==> config.mk <==
export PLATFORM = sky130hd
export DESIGN_NAME = rr_rx_arbiter
export DESIGN_NICKNAME = d
export VERILOG_FILES = /design/src/rtl/rr_rx_arbiter.sv
export SDC_FILE = /design/constraint.sdc
export NUM_CORES = 1
export LEC_CHECK = 0
export CAP_MARGIN = 40
export CORE_AREA = 4 4 122 124
export DETAILED_ROUTE_END_ITERATION = 7
export DIE_AREA = 0 0 126 128
export HOLD_SLACK_MARGIN = 0.08
export PLACE_DENSITY = 0.67
export SYNTH_ARGS = -nofsm -noshare
export SYNTH_HDL_FRONTEND = slang
export SYNTH_SLANG_ARGS = --single-unit
export TNS_END_PERCENT = 100
==> constraint.sdc <==
create_clock -name clk -period 7.4 [get_ports clk]
set_input_delay 1.85 -clock clk [delete_from_list [all_inputs] [get_ports clk]]
set_output_delay 1.85 -clock clk [all_outputs]
set_load 0.02 [all_outputs]
==> src/rtl/rr_rx_arbiter.sv <==
// Round-robin arbiter that moves bursts from per-channel RX FIFOs to the FT601 host port.
// Optional build macro RR_ARB_CH0_PRIORITY_EN gives channel 0 strict priority over the rest.
module rr_rx_arbiter #(
    parameter int NUM_CHANNELS = 8,
    parameter int DATA_W       = 32,
    parameter int BURST_LEN    = 16,
    parameter int GRANT_W      = $clog2(NUM_CHANNELS)
) (
    input  logic                                 clk,
    input  logic                                 rst_n,
    input  logic [NUM_CHANNELS-1:0]              rx_fifo_empty,
    input  logic [NUM_CHANNELS-1:0]              rx_fifo_almost_empty,
    input  logic [NUM_CHANNELS-1:0][DATA_W-1:0]  rx_fifo_data,
    input  logic                                 allow_rx,
    output logic [NUM_CHANNELS-1:0]              rx_fifo_rd,
    output logic [DATA_W-1:0]                    rx_data,
    output logic [GRANT_W-1:0]                   grant,
    output logic                                 rx_valid,
    output logic                                 busy
);

    typedef enum logic [1:0] {
        ST_IDLE  = 2'd0,
        ST_SETUP = 2'd1,
        ST_BURST = 2'd2
    } state_e;

    localparam int              CW        = GRANT_W + 1;
    localparam logic [7:0]      LAST_WORD = 8'(BURST_LEN - 1);
    localparam logic [GRANT_W-1:0] LAST_CH = GRANT_W'(NUM_CHANNELS - 1);

    state_e               state_q;
    state_e               state_d;
    logic [GRANT_W-1:0]   grant_q;
    logic [GRANT_W-1:0]   grant_d;
    logic [GRANT_W-1:0]   last_grant_q;
    logic [GRANT_W-1:0]   last_grant_d;
    logic [7:0]           word_cnt_q;
    logic [7:0]           word_cnt_d;

    logic                 win_found;
    logic [GRANT_W-1:0]   win_idx;
    logic [CW-1:0]        cand;
    logic                 cur_empty;
    logic                 cur_almost_empty;
    logic                 rd_fire;
    logic                 arb_win;

    assign cur_empty        = rx_fifo_empty[grant_q];
    assign cur_almost_empty = rx_fifo_almost_empty[grant_q];
    assign rd_fire          = (state_q == ST_BURST) && allow_rx && !cur_empty;
    assign arb_win          = (state_q == ST_IDLE) && allow_rx && win_found;

    // Winner search: first non-empty channel above last_grant, wrapping modulo NUM_CHANNELS.
    always_comb begin
        win_found = 1'b0;
        win_idx   = '0;
        cand      = '0;
`ifdef RR_ARB_CH0_PRIORITY_EN
        if (!rx_fifo_empty[0]) begin
            win_found = 1'b1;
            win_idx   = '0;
        end else begin
            for (int i = 1; i <= NUM_CHANNELS; i++) begin
                cand = {1'b0, last_grant_q} + CW'(i);
                if (cand >= CW'(NUM_CHANNELS)) begin
                    cand = cand - CW'(NUM_CHANNELS);
                end else begin
                    cand = cand;
                end
                // Channel 0 is handled above, so the rotation skips it.
                if (!win_found && (cand != '0) && !rx_fifo_empty[cand[GRANT_W-1:0]]) begin
                    win_found = 1'b1;
                    win_idx   = cand[GRANT_W-1:0];
                end else begin
                    win_found = win_found;
                end
            end
        end
`else
        for (int i = 1; i <= NUM_CHANNELS; i++) begin
            cand = {1'b0, last_grant_q} + CW'(i);
            if (cand >= CW'(NUM_CHANNELS)) begin
                cand = cand - CW'(NUM_CHANNELS);
            end else begin
                cand = cand;
            end
            if (!win_found && !rx_fifo_empty[cand[GRANT_W-1:0]]) begin
                win_found = 1'b1;
                win_idx   = cand[GRANT_W-1:0];
            end else begin
                win_found = win_found;
            end
        end
`endif
    end

    // State register.
    always_ff @(posedge clk or negedge rst_n) begin
        if (!rst_n) begin
            state_q <= ST_IDLE;
        end else begin
            state_q <= state_d;
        end
    end

    // Next-state logic; bursts always fall back to IDLE so every new grant sees a fresh arbitration.
    always_comb begin
        state_d = state_q;
        case (state_q)
            ST_IDLE: begin
                if (arb_win) begin
                    state_d = ST_SETUP;
                end else begin
                    state_d = ST_IDLE;
                end
            end
            ST_SETUP: begin
                state_d = ST_BURST;
            end
            ST_BURST: begin
                if (!allow_rx || cur_empty) begin
                    state_d = ST_IDLE;
                end else if (cur_almost_empty || (word_cnt_q == LAST_WORD)) begin
                    state_d = ST_IDLE;
                end else begin
                    state_d = ST_BURST;
                end
            end
            default: begin
                state_d = ST_IDLE;
            end
        endcase
    end

    // Grant bookkeeping and burst word counter.
    always_comb begin
        grant_d      = grant_q;
        last_grant_d = last_grant_q;
        word_cnt_d   = word_cnt_q;
        if (arb_win) begin
            grant_d      = win_idx;
            last_grant_d = win_idx;
        end else begin
            grant_d      = grant_q;
            last_grant_d = last_grant_q;
        end
        if (state_q == ST_SETUP) begin
            word_cnt_d = 8'd0;
        end else if (rd_fire) begin
            word_cnt_d = word_cnt_q + 8'd1;
        end else begin
            word_cnt_d = word_cnt_q;
        end
    end

    // Datapath registers; last_grant resets to the top channel so channel 0 wins first.
    always_ff @(posedge clk or negedge rst_n) begin
        if (!rst_n) begin
            grant_q      <= '0;
            last_grant_q <= LAST_CH;
            word_cnt_q   <= 8'd0;
        end else begin
            grant_q      <= grant_d;
            last_grant_q <= last_grant_d;
            word_cnt_q   <= word_cnt_d;
        end
    end

    // Outputs: read strobe follows allow_rx in the same cycle and drops with reset via state_q.
    always_comb begin
        rx_fifo_rd = '0;
        if (rd_fire) begin
            rx_fifo_rd[grant_q] = 1'b1;
        end else begin
            rx_fifo_rd = '0;
        end
        rx_valid = |rx_fifo_rd;
        busy     = (state_q != ST_IDLE);
        rx_data  = rx_fifo_data[grant_q];
        grant    = grant_q;
    end

endmodule

==> results of run 1 <==
metrics by stage:
step | power, µW | utilization [%] | cell area [µm²] | setup WS [ns] | hold slack, ns
after floorplan | 1380 | - | 3160 | 2.32 | 0.470
after global placement | 2170 | 47.2 | 6500 | 1.42 | 0.496
after detailed placement | 2180 | 47.2 | 6500 | 1.33 | 0.511
after CTS | 2320 | 47.9 | 6590 | 1.33 | 0.518
after global routing | 2460 | 48.0 | 6620 | 1.18 | 0.541
final | 2310 | 48.0 | 6620 | 1.32 | 0.519
worst paths after layout:
kind / start / end / slack [ns] / cells after the start
max: rx_fifo_empty[6] / rx_fifo_rd[7] / 1.32 / 8
min: word_cnt_q[2]$_DFFE_PN0P_ / word_cnt_q[2]$_DFFE_PN0P_ / 0.52 / 1
max reg2reg: last_grant_q[1]$_DFFE_PN1P_ / grant[2]$_DFFE_PN0P_ / 3.60 / 9
min reg2reg: word_cnt_q[2]$_DFFE_PN0P_ / word_cnt_q[2]$_DFFE_PN0P_ / 0.52 / 1
max in group asynchronous: rst_n / word_cnt_q[3]$_DFFE_PN0P_ / 4.91 / 1
min in group asynchronous: rst_n / grant[2]$_DFFE_PN0P_ / 2.03 / 1
power breakdown:
group | internal [µW] | total, µW | switching [µW] | leakage (µW)
clock | 82.2 | 118 | 36.2 | 0.0000442
combinational | 904 | 1970 | 1070 | 0.00213
sequential | 119 | 223 | 104 | 0.000206
routing by layer:
metal,GRT usage (%),vias to the layer above,routed length [µm]
met3,3.92,31,1380
met2,46.5,260,12000
met5,0,-,0
met4,10.2,0,552
met1,29.2,2329,8250
li1,-,2258,-
cell families (layout without fill, tap and decap cells):
| group | count (synthesis) | after routing | synth area share [%] |
|---|---|---|---|
| AO/OA/AOI/OAI | 180 | 180 | 42.6 |
| AND/OR/NAND/NOR | 116 | 116 | 21.3 |
| buffers and inverters | 46 | 340 | 6.22 |
| multiplexers | 32 | 32 | 13.5 |
| flip-flops | 16 | 16 | 12.8 |
| XOR/XNOR | 7 | 7 | 2.42 |
| adder cells (fa/ha/maj) | 3 | 3 | 1.19 |
| other | 0 | 10 | 0 |
registers in the layout, summed over array words and instances, names as in the netlist:
register and flops:
word_cnt_q 8, state_q 2, grant 3, last_grant_q 3
cells in the final DEF (no fill, tap or decap), types with 4 or more instances in the layout:
cell,netlist,layout
clkdlybuf4s50_1,0,319
a22oi_1,131,131
nand4_1,32,32
mux2i_1,20,20
nand2_1,16,16
nand3_1,15,15
nor2_1,14,14
a21oi_1,13,13
dfrtp_1,13,13
diode_2,0,10
buf_4,3,9
mux4_2,8,8
nor2b_1,7,7
and2_1,7,7
o21ai_0,7,7
inv_1,5,5
mux2_2,4,4
or3_1,4,4
a21o_1,4,4
cell type report:
cell class / instances / area, µm²
fill: 1373 / 7160
timing repair buffer: 328 / 3260
multi-input combinational: 338 / 2580
sequential: 16 / 404
tap: 180 / 225
clock buffer: 4 / 88.8
inverter: 8 / 30.0
antenna: 10 / 25.0
==> run summary, run 1 <==
status - finished clean
WP buf/inv - 4
post-synth top area share - 31.2%
clk root buf - clkbuf_16
worst path arrival time - 4.23 ns
Max Cap Viol - 0
# resized after CTS - 0
number of routed nets with antenna violations - 0
DR DRC count - 0
Post-synth ARST share - 100%
Slowest cell on crit path - clkdlybuf4s50_1
vias in the first global route - 5,077
die width - 126 µm
largest area contributor in the netlist - a22oi_1
Final min period - 6.08 ns
worst min path class - flip-flop to flip-flop
hold-fix buffer count after cts - 0
postcts setup bufs - 0
Syn Nets - 678
setup_tns - 0 ns
vias per cell - 5.52
initial DRC count - 306
CP Cell Sequence - clkdlybuf4s50_1, mux2i_1, a2bb2oi_1, o2111ai_1, buf_4, clkinv_1, and2_1, clkdlybuf4s50_1
VDD IR-drop max - 0.000156 V
routed length per instance - 25.1 µm
Remaining Overflow, GRT - 0
Slew Limit Fails - 0
global-route wire length before repair - 31,200 µm
worst endpoint required time - 5.55 ns
Final Skew - 0.00134 ns
distinct cell type count after synthesis - 60
top_reg_cell synth - dfrtp_1
total wire length - 22,100 µm
Area growth, synth to finish - 110%
Highest Clock Rate - 164 MHz
Die H - 128 µm
Final HPWL DP - 17,900 µm
startpoint class of the critical path - input pin
top cell family by delay on the critical path - buffers and inverters
H-tree depth - 1
Power Density - 349 mW/mm²
kind of end point of the critical path - output pin
Vias - 4,878
Worst-Margin Slew - 0.773 ns
Slew HR - 48.2%
Rows - 43
die area - 0.0161 mm²
#FFs+latches synth - 16
GR Util All Layers - 25.2%
Mapped Area - 0.00316 mm²
CTS Sinks - 16
RSZ-0062 raised after global routing - no
Post-synth top cells - a22oi_1, nand4_1, clkbuf_1
initial antenna violation count - 10
drt first pass iters - 5
# setup viols final - 0
Layout Nets - 973
Clock Tree Buf Depth - 2
leakage power - 0.00238 µW
syn_area_per_cell - 7.89 µm²
total CTS buffers - 3
most used cell, CP - clkdlybuf4s50_1
Placed Cells - 870
top post-synthesis cells by area - a22oi_1, dfrtp_1, mux2i_1, nand4_1, mux4_2
final hold violation count - 0
leading cell type by number of instances after synthesis - a22oi_1
sequential share of the synthesized area - 12.8%
Initial Utilization - 22.9%
crit path kind - input pin to output pin
Post-synth EDFFs - 0
TritonCTS clock tree - built
crit-path max FO - 16
Worst-Skew Late Latency - 0.25 ns
core box area - 0.0138 mm²
clock slew at reported path FFs - 0.05 ns
Routability Congestion - 0.954
Yosys warning count - 0
Non-Filler Instances - 884
CP peak stage delay - 0.61 ns
Cells after Synth - 400
num ports - 320
fraction of layout cells with a size suffix above 1 - 6.63%
largest net degree at the start of global routing - 35
Final period util - 82.2%
PortBufs - 319
No activity file was read; power rests on OpenSTA's default activity.
==> run 2: changes to the inputs <==
--- a/config.mk
+++ b/config.mk
@@ -6,11 +6,11 @@
 export NUM_CORES = 1
 export LEC_CHECK = 0
 export CAP_MARGIN = 40
-export CORE_AREA = 4 4 122 124
+export CORE_AREA = 4 4 121 123
 export DETAILED_ROUTE_END_ITERATION = 7
-export DIE_AREA = 0 0 126 128
+export DIE_AREA = 0 0 125 127
 export HOLD_SLACK_MARGIN = 0.08
-export PLACE_DENSITY = 0.67
+export PLACE_DENSITY = 0.68
 export SYNTH_ARGS = -nofsm -noshare
 export SYNTH_HDL_FRONTEND = slang
 export SYNTH_SLANG_ARGS = --single-unit
==> constraint.sdc (replaced) <==
create_clock -name clk -period 5.6 [get_ports clk]
set_input_delay 1.4 -clock clk [delete_from_list [all_inputs] [get_ports clk]]
set_output_delay 1.4 -clock clk [all_outputs]
set_load 0.02 [all_outputs]
==> run summary, run 2 (synthesis gave the netlist of run 1 again) <==
postcts setup bufs - 0 (unchanged)
Die H - 127 µm (-0.78%)
PortBufs - 319 (unchanged)
Slew HR - 48.7% (+0.57 points)
post-layout util - 48.5% (+0.51 points)
kind of end point of the critical path - output pin
vias in the first global route - 5,111 (+0.67%)
Slowest cell on crit path - clkdlybuf4s50_1
CP Cell Sequence - clkdlybuf4s50_1, mux2i_1, a2bb2oi_1, o2111ai_1, clkinv_1, and2_1, clkdlybuf4s50_1
worst endpoint required time - 4.20 ns (-1.35 ns)
Rows - 43 (unchanged)
GR Util All Layers - 25.0% (-0.27 points)
Final Skew - 0.00293 ns (+0.00158 ns)
commonest non-fill, non-tap cells in the layout - clkdlybuf4s50_1, a22oi_1, nand4_1, mux2i_1, nand2_1
startpoint class of the critical path - input pin
top cell family by delay on the critical path - buffers and inverters
Remaining Overflow, GRT - 0 (unchanged)
worst path arrival time - 3.75 ns (-0.48 ns)
final hold violation count - 0 (unchanged)
RSZ-0062 raised after global routing - no
CTS Sinks - 16 (unchanged)
leakage power - 0.00239 µW (+0.44%)
hold-fix buffer count after cts - 0 (unchanged)
Most flops, register - word_cnt_q
clock slew at reported path FFs - 0.05 ns (about the same)
# resized after CTS - 0 (unchanged)
clk root buf - clkbuf_16
Final HPWL DP - 17,600 µm (-1.7%)
Final min period - 5.15 ns
CP peak stage delay - 0.61 ns (about the same)
most used cell, CP - clkdlybuf4s50_1
Power Density - 457 mW/mm² (+31%)
met3 Resource Use GR - 4.93% (+1.0 points)
crit path kind - input pin to output pin
core box area - 0.0137 mm² (-0.78%)
num ports - 320 (unchanged)
number of routed nets with antenna violations - 0 (unchanged)
crit-path max FO - 10 (-6)
Highest Clock Rate - 194 MHz
TritonCTS clock tree - built
Worst-Margin Slew - 0.767 ns (-0.00679 ns)
Overall Power - 3030 µW (+31%)
Initial Utilization - 23.1% (+0.18 points)
worst reg2reg path depth - 9 (unchanged)
status - finished clean
vias per cell - 5.52 (about the same)
commonest non-fill, non-tap cell in the layout - clkdlybuf4s50_1
met1 track demand over resource - 27.3% (-1.9 points)
Clock Tree Buf Depth - 2 (unchanged)
drt first pass iters - 5 (unchanged)
worst r2r dst - grant[2]$_DFFE_PN0P_
Layout fillers - 1,332 (-3.0%)
VDD IR-drop max - 0.000200 V (+29%)
largest net degree at the start of global routing - 34 (-2.9%)
Hold Path Sink - word_cnt_q[1]$_DFFE_PN0P_
met2 Usage GRT - 46.5% (about the same)
setup slack at placement - 0.448 ns (-0.887 ns)
WP buf/inv - 3 (-1)
fraction of layout cells with a size suffix above 1 - 6.90% (+0.27 points)
die area - 0.0159 mm² (-1.6%)
Final period util - 91.9%
total CTS buffers - 3 (unchanged)
global-route wire length before repair - 30,900 µm (-0.84%)
reg2reg start - last_grant_q[1]$_DFFE_PN1P_
GRT Max-Usage Layer - met2
DR DRC count - 0 (unchanged)
flop2flop setup slack - 1.89 ns (-1.71 ns)
Vias - 4,898 (+0.41%)
initial DRC count - 396 (+29%)
initial antenna violation count - 12 (+2)
Layout Nets - 975 (+0.21%)
max reg flops - 8 (unchanged)
Worst Setup Slack, final - 0.454 ns (-0.865 ns)
worst min path class - flip-flop to flip-flop
routed length per instance - 24.1 µm (-3.8%)
HP Start - word_cnt_q[1]$_DFFE_PN0P_
worst hold path cell count - 2 (+1)
H-tree depth - 1 (unchanged)
Slew Limit Fails - 0 (unchanged)
Worst-Skew Late Latency - 0.25 ns (about the same)
setup_tns - 0 ns (unchanged)
total wire length - 21,400 µm (-3.5%)
Max Cap Viol - 0 (unchanged)
Routability Congestion - 0.936 (-1.8%)
die width - 125 µm (-0.79%)
# setup viols final - 0 (unchanged)
Area growth, synth to finish - 110%
-- run 2: final cells by class --
| class | count | area, µm² | share of cell area, % |
|---|---|---|---|
| antenna | 11 | 27.5 | 0.415 |
| clock buffer | 4 | 88.8 | 1.34 |
| inverter | 8 | 30.0 | 0.453 |
| multi-input combinational | 338 | 2580 | 38.9 |
| sequential | 16 | 404 | 6.09 |
| tap | 180 | 225 | 3.39 |
| timing repair buffer | 330 | 3280 | 49.4 |
-- run 2: through the flow --
stage                     instance area (µm²)  hold WS [ns]  instances
after floorplan                          3160         0.470        400
final                                    6630         0.541        887
after CTS                                6610         0.534        876
after detailed placement                 6520         0.521        872
after global placement                   6520         0.491        872
after global routing                     6630         0.580        885
-- run 2: worst reg2reg max path, stage by stage, from the launching register on --
cell,delay [ns]
dfstp_2,0.83
clkinv_1,0.36
ha_1,0.71
mux2i_1,0.40
nand2_1,0.12
o221ai_2,0.39
o22ai_1,0.13
nor4_1,0.38
nor4_2,0.11
a21o_1,0.17
-- run 2: worst max path at each step --
stage,startpoint,to,slack (ns),cells past startpoint
final,rx_fifo_empty[4],rx_fifo_rd[7],0.45,7
after global routing,rx_fifo_empty[4],rx_fifo_rd[1],0.27,7
after CTS,rx_fifo_empty[4],rx_fifo_rd[6],0.45,7
after detailed placement,rx_fifo_empty[6],rx_fifo_rd[1],0.45,7
after global placement,rx_fifo_empty[6],rx_fifo_rd[7],0.49,7
after floorplan,rx_fifo_empty[6],rx_fifo_rd[0],1.42,5
-- run 2: layer usage --
layer	vias to the layer above	share of wire, %	routed length [µm]
li1	2265	-	-
met1	2344	36	7620
met2	247	54	11500
met3	40	6.5	1380
met4	2	4.0	860
met5	-	0.061	13
-- run 2: report_power, final --
part,switching [µW],internal [µW]
Sequential,118,158
Clock,46.6,109
Combinational,1400,1200
